[config.mk]
export PLATFORM = sky130hd
export DESIGN_NAME = codec_i2c_sequencer_flat
export DESIGN_NICKNAME = d
export VERILOG_FILES = /design/src/rtl/codec_i2c_sequencer_if.sv /design/src/rtl/codec_i2c_sequencer.sv /design/src/flat_wrapper.sv
export SDC_FILE = /design/constraint.sdc
export NUM_CORES = 1
export LEC_CHECK = 0
export BUFFER_PORTS_ARGS = -buffer_cell sky130_fd_sc_hd__buf_2
export CORE_ASPECT_RATIO = 1.75
export CORE_MARGIN = 2
export CORE_UTILIZATION = 62
export DETAILED_ROUTE_END_ITERATION = 10
export GPL_TIMING_DRIVEN = 0
export PLACE_DENSITY = 0.8
export SLEW_MARGIN = 20
export SYNTH_ARGS = -nofsm -noshare
export SYNTH_HDL_FRONTEND = slang
export SYNTH_SLANG_ARGS = --single-unit
[constraint.sdc]
create_clock -name clk18 -period 2.5 [get_ports clk18]
set_input_delay 0.25 -clock clk18 [delete_from_list [all_inputs] [get_ports clk18]]
set_output_delay 0.25 -clock clk18 [all_outputs]
set_load 0.005 [all_outputs]
[src/rtl/codec_i2c_sequencer_if.sv]
// Control and codec-bus signals between the WM8731 I2C sequencer and its surroundings.
interface codec_i2c_sequencer_if;
  logic       start;
  logic       vol_set;
  logic [6:0] vol;
  logic       i2c_sdat_in;
  logic       i2c_sclk;
  logic       i2c_sdat_oe;
  logic       busy;
  logic       done;
  logic       error;

  modport master (
    input  start, vol_set, vol, i2c_sdat_in,
    output i2c_sclk, i2c_sdat_oe, busy, done, error
  );

  modport slave (
    output start, vol_set, vol, i2c_sdat_in,
    input  i2c_sclk, i2c_sdat_oe, busy, done, error
  );
endinterface

[src/rtl/codec_i2c_sequencer.sv]
// WM8731 configuration over 100 kHz I2C: power-on register table, then headphone-volume updates.
// Every bus edge is aligned to a quarter-bit tick from the clk18 divider.
module codec_i2c_sequencer #(
  parameter int unsigned CLKDIV    = 45,
  parameter logic [15:0] POR_TICKS = 16'd4000,
  parameter logic [6:0]  DEV_ADDR  = 7'h1A,
  parameter logic [1:0]  MAX_TRY   = 2'd3
) (
  input  logic                         clk18,
  input  logic                         reset_n,
  codec_i2c_sequencer_if.master        bus
);

  // state  | meaning
  // POR    | power-on wait before the first table word
  // IDLE   | bus released, waiting for start or a volume request
  // START  | start condition (2 ticks)
  // BIT    | one data bit, 4 quarter ticks
  // ACK    | acknowledge slot, SDA released, sampled at q2
  // STOP   | stop condition (3 ticks)
  // GAP    | 4 idle ticks, then choose retry / next word / finish
  // FAIL   | word NACKed MAX_TRY times, flag error
  typedef enum logic [2:0] {
    S_POR, S_IDLE, S_START, S_BIT, S_ACK, S_STOP, S_GAP, S_FAIL
  } state_t;

  localparam int DIV_W = (CLKDIV > 1) ? $clog2(CLKDIV) : 1;

  logic [DIV_W-1:0] r_div;
  logic             w_tick;

  state_t      r_state;
  logic [1:0]  r_q;
  logic [2:0]  r_bit;
  logic [1:0]  r_byte;
  logic [3:0]  r_idx;
  logic [1:0]  r_try;
  logic [15:0] r_por_cnt;
  logic [7:0]  r_shift;
  logic        r_nack;
  logic        r_sclk;
  logic        r_oe;
  logic        r_busy;
  logic        r_done;
  logic        r_error;
  logic        r_vol_pend;
  logic [6:0]  r_vol_val;
  logic [6:0]  r_vol_cur;
  logic        r_vol_mode;
  logic        r_vol_phase;

  logic [15:0] w_word;
  logic        w_last;

  assign w_tick = (r_div == DIV_W'(CLKDIV - 1));

  always_ff @(posedge clk18 or negedge reset_n) begin
    if (!reset_n)    r_div <= '0;
    else if (w_tick) r_div <= '0;
    else             r_div <= r_div + 1'b1;
  end

  function automatic logic [15:0] tbl_word(input logic [3:0] idx);
    logic [15:0] w;
    case (idx)
      4'd0:    w = {7'd15, 9'h000};
      4'd1:    w = {7'd0,  9'h017};
      4'd2:    w = {7'd1,  9'h017};
      4'd3:    w = {7'd2,  9'h079};
      4'd4:    w = {7'd3,  9'h079};
      4'd5:    w = {7'd4,  9'h012};
      4'd6:    w = {7'd5,  9'h000};
      4'd7:    w = {7'd6,  9'h000};
      4'd8:    w = {7'd7,  9'h002};
      4'd9:    w = {7'd8,  9'h000};
      4'd10:   w = {7'd9,  9'h001};
      default: w = 16'h0000;
    endcase
    return w;
  endfunction

  assign w_word = r_vol_mode ? {(r_vol_phase ? 7'd3 : 7'd2), 2'b00, r_vol_cur}
                             : tbl_word(r_idx);
  assign w_last = r_vol_mode ? r_vol_phase : (r_idx == 4'd10);

  always_ff @(posedge clk18 or negedge reset_n) begin
    if (!reset_n) begin
      r_state     <= S_POR;
      r_q         <= '0;
      r_bit       <= '0;
      r_byte      <= '0;
      r_idx       <= '0;
      r_try       <= '0;
      r_por_cnt   <= '0;
      r_shift     <= '0;
      r_nack      <= 1'b0;
      r_sclk      <= 1'b1;
      r_oe        <= 1'b0;
      r_busy      <= 1'b0;
      r_done      <= 1'b0;
      r_error     <= 1'b0;
      r_vol_pend  <= 1'b0;
      r_vol_val   <= '0;
      r_vol_cur   <= '0;
      r_vol_mode  <= 1'b0;
      r_vol_phase <= 1'b0;
    end else begin
      case (r_state)
        S_POR: begin
          r_busy <= 1'b1;
          if (w_tick) begin
            if (r_por_cnt == POR_TICKS - 16'd1) begin
              r_state    <= S_START;
              r_idx      <= '0;
              r_vol_mode <= 1'b0;
              r_try      <= '0;
              r_q        <= '0;
            end else begin
              r_por_cnt <= r_por_cnt + 16'd1;
            end
          end
        end

        S_IDLE: begin
          if (bus.start) begin
            r_done     <= 1'b0;
            r_error    <= 1'b0;
            r_busy     <= 1'b1;
            r_idx      <= '0;
            r_vol_mode <= 1'b0;
            r_try      <= '0;
            r_q        <= '0;
            r_state    <= S_START;
          end else if (r_done && r_vol_pend) begin
            r_vol_mode  <= 1'b1;
            r_vol_phase <= 1'b0;
            r_vol_cur   <= r_vol_val;
            r_vol_pend  <= 1'b0;
            r_busy      <= 1'b1;
            r_try       <= '0;
            r_q         <= '0;
            r_state     <= S_START;
          end
        end

        S_START: begin
          if (w_tick) begin
            if (r_q == 2'd0) begin
              r_oe   <= 1'b1;
              r_sclk <= 1'b1;
              r_q    <= 2'd1;
            end else begin
              r_sclk  <= 1'b0;
              r_shift <= {DEV_ADDR, 1'b0};
              r_bit   <= '0;
              r_byte  <= '0;
              r_nack  <= 1'b0;
              r_q     <= '0;
              r_state <= S_BIT;
            end
          end
        end

        S_BIT: begin
          if (w_tick) begin
            r_q <= r_q + 2'd1;
            case (r_q)
              2'd0: r_oe   <= ~r_shift[7];
              2'd1: r_sclk <= 1'b1;
              2'd2: r_sclk <= 1'b1;
              default: begin
                r_sclk <= 1'b0;
                if (r_bit == 3'd7) begin
                  r_state <= S_ACK;
                end else begin
                  r_shift <= {r_shift[6:0], 1'b0};
                  r_bit   <= r_bit + 3'd1;
                end
              end
            endcase
          end
        end

        S_ACK: begin
          if (w_tick) begin
            r_q <= r_q + 2'd1;
            case (r_q)
              2'd0: r_oe   <= 1'b0;
              2'd1: r_sclk <= 1'b1;
              2'd2: r_nack <= bus.i2c_sdat_in;
              default: begin
                r_sclk <= 1'b0;
                if (r_nack || r_byte == 2'd2) begin
                  r_state <= S_STOP;
                end else begin
                  r_shift <= (r_byte == 2'd0) ? w_word[15:8] : w_word[7:0];
                  r_byte  <= r_byte + 2'd1;
                  r_bit   <= '0;
                  r_state <= S_BIT;
                end
              end
            endcase
          end
        end

        S_STOP: begin
          if (w_tick) begin
            case (r_q)
              2'd0: begin
                r_oe   <= 1'b1;
                r_sclk <= 1'b0;
                r_q    <= 2'd1;
              end
              2'd1: begin
                r_sclk <= 1'b1;
                r_q    <= 2'd2;
              end
              default: begin
                r_oe    <= 1'b0;
                r_q     <= '0;
                r_state <= S_GAP;
              end
            endcase
          end
        end

        S_GAP: begin
          if (w_tick) begin
            r_q <= r_q + 2'd1;
            if (r_q == 2'd3) begin
              if (r_nack) begin
                if (r_try == MAX_TRY - 2'd1) begin
                  r_state <= S_FAIL;
                end else begin
                  r_try   <= r_try + 2'd1;
                  r_state <= S_START;
                end
              end else begin
                r_try <= '0;
                if (w_last) begin
                  if (!r_vol_mode) r_done <= 1'b1;
                  // Chain straight into a queued volume pair so busy never dips between them.
                  if (r_vol_pend) begin
                    r_vol_mode  <= 1'b1;
                    r_vol_phase <= 1'b0;
                    r_vol_cur   <= r_vol_val;
                    r_vol_pend  <= 1'b0;
                    r_state     <= S_START;
                  end else begin
                    r_busy  <= 1'b0;
                    r_state <= S_IDLE;
                  end
                end else if (r_vol_mode) begin
                  r_vol_phase <= 1'b1;
                  r_state     <= S_START;
                end else begin
                  r_idx   <= r_idx + 4'd1;
                  r_state <= S_START;
                end
              end
            end
          end
        end

        S_FAIL: begin
          r_error    <= 1'b1;
          r_done     <= 1'b0;
          r_busy     <= 1'b0;
          r_vol_pend <= 1'b0;
          r_state    <= S_IDLE;
        end

        default: r_state <= S_IDLE;
      endcase

      if (bus.vol_set) begin
        r_vol_pend <= 1'b1;
        r_vol_val  <= bus.vol;
      end
    end
  end

  assign bus.i2c_sclk    = r_sclk;
  assign bus.i2c_sdat_oe = r_oe;
  assign bus.busy        = r_busy;
  assign bus.done        = r_done;
  assign bus.error       = r_error;

endmodule

[src/flat_wrapper.sv]
// flat-port wrapper written by rule: the top's interface ports become plain ports
module codec_i2c_sequencer_flat 
#(
  parameter int unsigned CLKDIV    = 45,
  parameter logic [15:0] POR_TICKS = 16'd4000,
  parameter logic [6:0]  DEV_ADDR  = 7'h1A,
  parameter logic [1:0]  MAX_TRY   = 2'd3
)
  (clk18, reset_n, bus_start, bus_vol_set, bus_vol, bus_i2c_sdat_in, bus_i2c_sclk, bus_i2c_sdat_oe, bus_busy, bus_done, bus_error);
  codec_i2c_sequencer_if bus_i ();
  input  logic clk18;
  input  logic reset_n;
  input wire logic [$bits(bus_i.start)-1:0] bus_start;
  input wire logic [$bits(bus_i.vol_set)-1:0] bus_vol_set;
  input wire logic [$bits(bus_i.vol)-1:0] bus_vol;
  input wire logic [$bits(bus_i.i2c_sdat_in)-1:0] bus_i2c_sdat_in;
  output wire logic [$bits(bus_i.i2c_sclk)-1:0] bus_i2c_sclk;
  output wire logic [$bits(bus_i.i2c_sdat_oe)-1:0] bus_i2c_sdat_oe;
  output wire logic [$bits(bus_i.busy)-1:0] bus_busy;
  output wire logic [$bits(bus_i.done)-1:0] bus_done;
  output wire logic [$bits(bus_i.error)-1:0] bus_error;
  assign bus_i.start = bus_start;
  assign bus_i.vol_set = bus_vol_set;
  assign bus_i.vol = bus_vol;
  assign bus_i.i2c_sdat_in = bus_i2c_sdat_in;
  assign bus_i2c_sclk = bus_i.i2c_sclk;
  assign bus_i2c_sdat_oe = bus_i.i2c_sdat_oe;
  assign bus_busy = bus_i.busy;
  assign bus_done = bus_i.done;
  assign bus_error = bus_i.error;
  codec_i2c_sequencer #(.CLKDIV(CLKDIV), .POR_TICKS(POR_TICKS), .DEV_ADDR(DEV_ADDR), .MAX_TRY(MAX_TRY)) u_core (.clk18(clk18), .reset_n(reset_n), .bus(bus_i));
endmodule
## Word-level counts from Yosys, hierarchy flattened

Memory sizes are Yosys's and may differ from the RTL's.
Cells that the tools add are included.

- Input bits: 12
- Memories: 1
- Bits in read-only memories: 176
- Flip-flop bits (word level): 69
- Word-level logic and storage cells: 271

Memories:

| memory | depth | bits a word | rd ports | clocked after Yosys merged registers in | wr ports | RTL line | RTL |
|---|---|---|---|---|---|---|---|
| (no name shown) | 16 | 11 | 1 | 0 | 0 | codec_i2c_sequencer.sv:65 | `case (idx)` |

- Eq/ne operators: 59
- Add/subtract/negate cells: 7
- Reduce and logical (&&, ||, !) cells: 37
- Muxes and demuxes: 145
- Bitwise operators: 2

Operators by type and width:

| cell | number |
|---|---|
| 3-bit two-way mux | 26 |
| 8-bit two-way mux | 9 |
| 1-bit two-way mux | 53 |
| 7-bit two-way mux | 7 |
| 2-bit two-way mux | 18 |
| 9-bit AND reduction | 4 |
| 7-bit AND reduction | 5 |
| 2-bit by 1-bit inequality test with 1-bit output, second input constant | 17 |
| 4-bit two-way mux | 8 |
| 2-bit inequality test, second input constant | 15 |
| 3-bit one-hot mux with 8 select lines | 1 |
| 8-bit one-hot mux with 3 select lines | 1 |
| 8-bit AND reduction | 3 |
| 3-bit by 2-bit inequality test with 1-bit output, second input constant | 6 |
| 16-bit by 1-bit adder with 16-bit output, second input constant | 1 |
| 16-bit by 12-bit == test with 1-bit output, second input constant | 1 |
| 16-bit two-way mux | 1 |
| 3-bit == test, second input constant | 5 |
| 1-bit one-hot mux with 2 select lines | 7 |
| 7-bit one-hot mux with 2 select lines | 1 |
| 14-bit AND reduction | 1 |
| 1-bit one-hot mux with 4 select lines | 3 |
| 4-bit one-hot mux with 3 select lines | 1 |
| 4-bit nonzero test | 3 |
| other kinds (32) | 53 |

## Logic depth before layout (Yosys ltp)

- Depth after elaboration: 8
- Mapped depth: 8
- Depth with buffers taken out: 7

## Least setup slack after synthesis

No wires, ideal clock.

- Kind: register to register
- Start point: register u_core.r_div[0]
- End point: register u_core.r_shift[0]
- Buffers on the path: 1
- Data required time: 2.375 ns
- Path slack: 0.288 ns
- Period minus slack after synthesis: 2.212 ns
- Library setup time: 0.125 ns
- Arrival time: 2.088 ns
- Stages on the path, launching flop included: 9
- Cell sequence: dfrtp_1 -> inv_1 -> ha_1 -> nand3b_4 -> or3_2 -> nand2b_1 -> a21oi_2 -> buf_6 -> mux2_2

- Cells in the longest elaborated chain, start to end: 3
- Elaborated cells on any way between the ends: 5
- Classes of those cells: 4 x eq/ne; 1 x reduce/logical

Ends and longest elaborated chain:

| item | RTL line | RTL |
|---|---|---|
| start: declaration | codec_i2c_sequencer.sv:29 | `logic [DIV_W-1:0] r_div;` |
| start signal: assignment | codec_i2c_sequencer.sv:60 | `else r_div <= r_div + 1'b1;` |
| 6-bit == test * | codec_i2c_sequencer.sv:55 | `assign w_tick = (r_div == DIV_W'(CLKDIV - 1));` |
| 2-bit by 1-bit inequality test with 1-bit output (no source line) | -- |  |
| 9-bit AND reduction (no source line) * | -- |  |
| end signal: assignment | codec_i2c_sequencer.sv:154 | `r_shift <= {DEV_ADDR, 1'b0};` |
| end signal: assignment | codec_i2c_sequencer.sv:176 | `r_shift <= {r_shift[6:0], 1'b0};` |
| end signal: assignment | codec_i2c_sequencer.sv:196 | `r_shift <= (r_byte == 2'd0) ? w_word[15:8] : w_word[7:0];` |
| end: declaration | codec_i2c_sequencer.sv:39 | `logic [7:0] r_shift;` |

Every way passes the cells marked *; elsewhere a longest branch is shown, timed or not.
A chain may end at the register's enable or synchronous reset.

## Worst setup path in the final report

- Start point: register u_core.r_div[0]
- End point: register u_core.r_vol_cur[4]

- Cells in the longest elaborated chain, start to end: 3

Ends and longest elaborated chain:

| item | RTL line | RTL |
|---|---|---|
| 6-bit == test | codec_i2c_sequencer.sv:55 |  |
| 2-bit by 1-bit inequality test with 1-bit output (no source line) | -- |  |
| 8-bit AND reduction (no source line) | -- |  |
| end signal: assignment | codec_i2c_sequencer.sv:137 | `r_vol_cur <= r_vol_val;` |
| end signal: assignment | codec_i2c_sequencer.sv:246 | `r_vol_cur <= r_vol_val;` |
| end: declaration | codec_i2c_sequencer.sv:48 | `logic [6:0] r_vol_cur;` |

No other way between the ends.

==> flow_summary.toml <==
[layout]
utilization_pct = 72.2
n_antenna_cell = 0
instances_no_fill = 541
syn_to_final_growth_pct = 13.3
drive_gt1_share_pct = 17.4
nets = 485

[synthesis]
synth.distinct_cells = 65
async_flop_share_pct = 100
synth_compound_area_share_pct = 17.5
synth_edf_count = 0
ys_warn_count = 0
synth.area.mux_share_pct = 9.44
syn_inst = 427
synth_ff_type = "dfrtp_1"
ys_seq_area_share_pct = 41.8
synth_top_family_by_area = "simple AND/OR/NAND/NOR gates"
netlist_area_sq_um = 4130
synth-simple-area-share_pct = 17.6
synthAdderAreaFrac_pct = 5.45
synthXorXnorAreaFrac_pct = 3.60
syn-num-nets = 457
syn_area_per_cell_sq_um = 9.68
ys_seq_elements = 69

[sta]
tightest_slew_ps = 684
period_share_pct = 95.5
slew_viol_final = 0
setup-violations-final = 0
fin_crit_ps = 2390
setup_ws_ps = 112
whs_ps = 140
rsz0062_at_grt = "no"
max_freq_mhz = 419
max_slew_margin_pct = 54.2
skew_ps = 4.20
hold_viol = 0

[clock_tree]
cts_root_buffer = "clkbuf_16"
cts_made_buffers = 9
cts_tree = "built"
cts_sinks = 69
cts_max_level = 3
cts.clk_slew.worst_paths_ps = 50
post-cts-setup-buffers = 0
clock_path_buffers = 2
clkLatencyLatePin_ps = 340

[detailed_routing]
drc_errors = 0
drt-initial-drc-count = 203
vias_per_cell = 6.32
wirelength_um = 9790
wl_per_cell_um = 18.1
vias = 3421
drtAntennaViolNets = 0
drt_first_pass_iters = 5

[global_routing]
antenna_found_initial = 0
grt-busiest-layer = "met2"
use_met2_pct = 52.0
use_met1_pct = 29.0
globalRouteOverflowTotal = 0
grt_max_degree = 37
grt_use_met3_pct = 6.61
track_usage_pct = 29.2
grt_pass1_vias = 3765
grt_pass1_wl_um = 16600

[setup_path]
cp.arrival_ps = 2610
r2r_slack_ps = 110
path_cells = "inv_1 -> ha_2 -> nand3b_4 -> nor2_1 -> clkbuf_2 -> a32oi_1 -> a21oi_4 -> mux2_2"
cp_slowest_cell = "dfrtp_1"
endpoint_kind = "flop"
criticalPathCategory = "flop to flop"
crit_buf_inv = 2
slowest_delay_ps = 420
critPathRequiredTime_ps = 2720
cp_max_fo = 10
path_delay_family = "compound AO/OA/AOI/OAI gates"
cp-start-kind = "flop"

[floorplanning]
die-area_sq_um = 7360
num_io_pins = 17
die_x_um = 65.7
rows = 39
initial_core_util_pct = 63.7
die_y_um = 112
coreArea_sq_um = 6490

[job]
cap_violations = 0

[place]
routabilityCongestion = 0.945
dp_hpwl_um = 7220
portBuffers = 15
place_inst = 525
dp_slack_ps = -66.0

[outcome]
outcome = "finished clean"

[power]
powerDensity_nw_per_um2 = 541
peakVddDrop_v = 0.000559
p_leak_nw = 2.06
power.total_mw = 2.53

[hold_path]
hold_class = "input port to flop"
routing by layer:
metal	share of wire (%)	routed length [um]	vias to the layer above
met5	0	0	-
met4	4.5	439	0
met3	3.7	363	46
met2	56	5490	106
met1	36	3490	1668
li1	-	-	1601
synth_stat cells, drive strengths merged, types with 5 or more instances:
cell    number  area, sq um
a21o         5         37.5
a21oi       23          123
a31oi        6         37.5
buf          7         45.0
clkbuf      14         52.6
dfrtp       68         1700
ha          18          225
inv         25         93.8
mux2        24          270
mux2i       12          120
nand2       38          145
nand2b       9         56.3
nand3       16         80.1
nand3b       6         57.6
nor2        33          124
o211ai       5         42.5
o21ai       19         95.1
o31ai        5         37.5
or3          5         32.5
xnor2       11         96.3
xor2         6         52.6
cell type report:
type / instances / area (sq um)
multi-input cells: 312 / 2240
fillers: 504 / 1810
plain buffers: 21 / 98.8
flip-flops and latches: 69 / 1730
clock buffers: 10 / 239
well taps: 82 / 103
repair buffers: 17 / 108
inverters: 25 / 93.8
clock inverters: 5 / 75.1
flip-flops by register name, summed over array words and instances (netlist names), 2 cells and up:
name              flops
u_core.r_vol_val      7
u_core.r_try          2
u_core.r_byte         2
u_core.r_state        3
u_core.r_vol_cur      7
u_core.r_bit          3
u_core.r_idx          4
u_core.r_por_cnt     16
u_core.r_shift        8
u_core.r_q            2
u_core.r_div          6
kinds of logic (layout without fill, tap and decap cells):
family / after synthesis / in the layout
and+or+nand+nor: 137 / 137
DFF: 69 / 69
muxes: 36 / 36
buffers and inverters: 46 / 78
xor gates and xnor gates: 17 / 17
AOI/OAI and AO/OA: 104 / 104
adders and majority gates: 18 / 18
cell usage in the layout (no fill, tap or decap), drive strengths merged, types with 4 or more instances in the layout:
cell type / synthesis / routed
xor2: 6 / 6
nand2b: 9 / 9
dfrtp: 68 / 68
a21o: 5 / 5
o2bb2ai: 4 / 4
xnor2: 11 / 11
clkbuf: 14 / 24
nor2: 33 / 33
a31oi: 6 / 6
o211ai: 5 / 5
nand3: 16 / 16
nand4: 4 / 4
o41ai: 4 / 4
or3: 5 / 5
nor4: 4 / 4
o31ai: 5 / 5
nand2: 38 / 38
inv: 25 / 25
mux2i: 12 / 12
buf: 7 / 23
o21ai: 19 / 19
nand3b: 6 / 6
nor3: 4 / 4
mux2: 24 / 24
ha: 18 / 18
a21oi: 23 / 23
through the flow:
step           setup TNS (ps)  area (sq um)
3_3_place_gp             -231          4310
3_5_place_dp             -380          4330
5_1_grt                     0          4680
6_report                    0          4680
4_1_cts                     0          4670
2_1_floorplan               0          4130
timing repair:
action                                  in CTS  in global routing
gates resized for setup                      1                  6
gates cloned                                 0                  0
hold buffers                                 1                  0
endpoints found under the hold margin       35                  0
endpoints found under the setup margin       7                 13
power breakdown:
part / switching, mW / total [mW] / internal (mW)
logic: 0.0317 / 0.0533 / 0.0216
clock network: 0.459 / 1.35 / 0.888
registers: 0.00544 / 1.13 / 1.13
total: 0.496 / 2.53 / 2.04
path summary, 6_finish.rpt:
check                                                  from                               end  cells past startpoint
setup / recovery                  u_core.r_div[0]$_DFF_PN0_   u_core.r_vol_cur[4]$_DFFE_PN0P_                      8
hold / removal                                   bus_vol[5]   u_core.r_vol_val[5]$_DFFE_PN0P_                      2
setup reg to reg                  u_core.r_div[0]$_DFF_PN0_   u_core.r_vol_cur[4]$_DFFE_PN0P_                      8
hold reg to reg            u_core.r_por_cnt[15]$_DFFE_PN0P_  u_core.r_por_cnt[15]$_DFFE_PN0P_                      1
max in group asynchronous                           reset_n   u_core.bus.i2c_sclk$_DFFE_PN1P_                      3
min in group asynchronous                           reset_n   u_core.r_por_cnt[0]$_DFFE_PN0P_                      2
No activity file was read; power rests on OpenSTA's default activity.
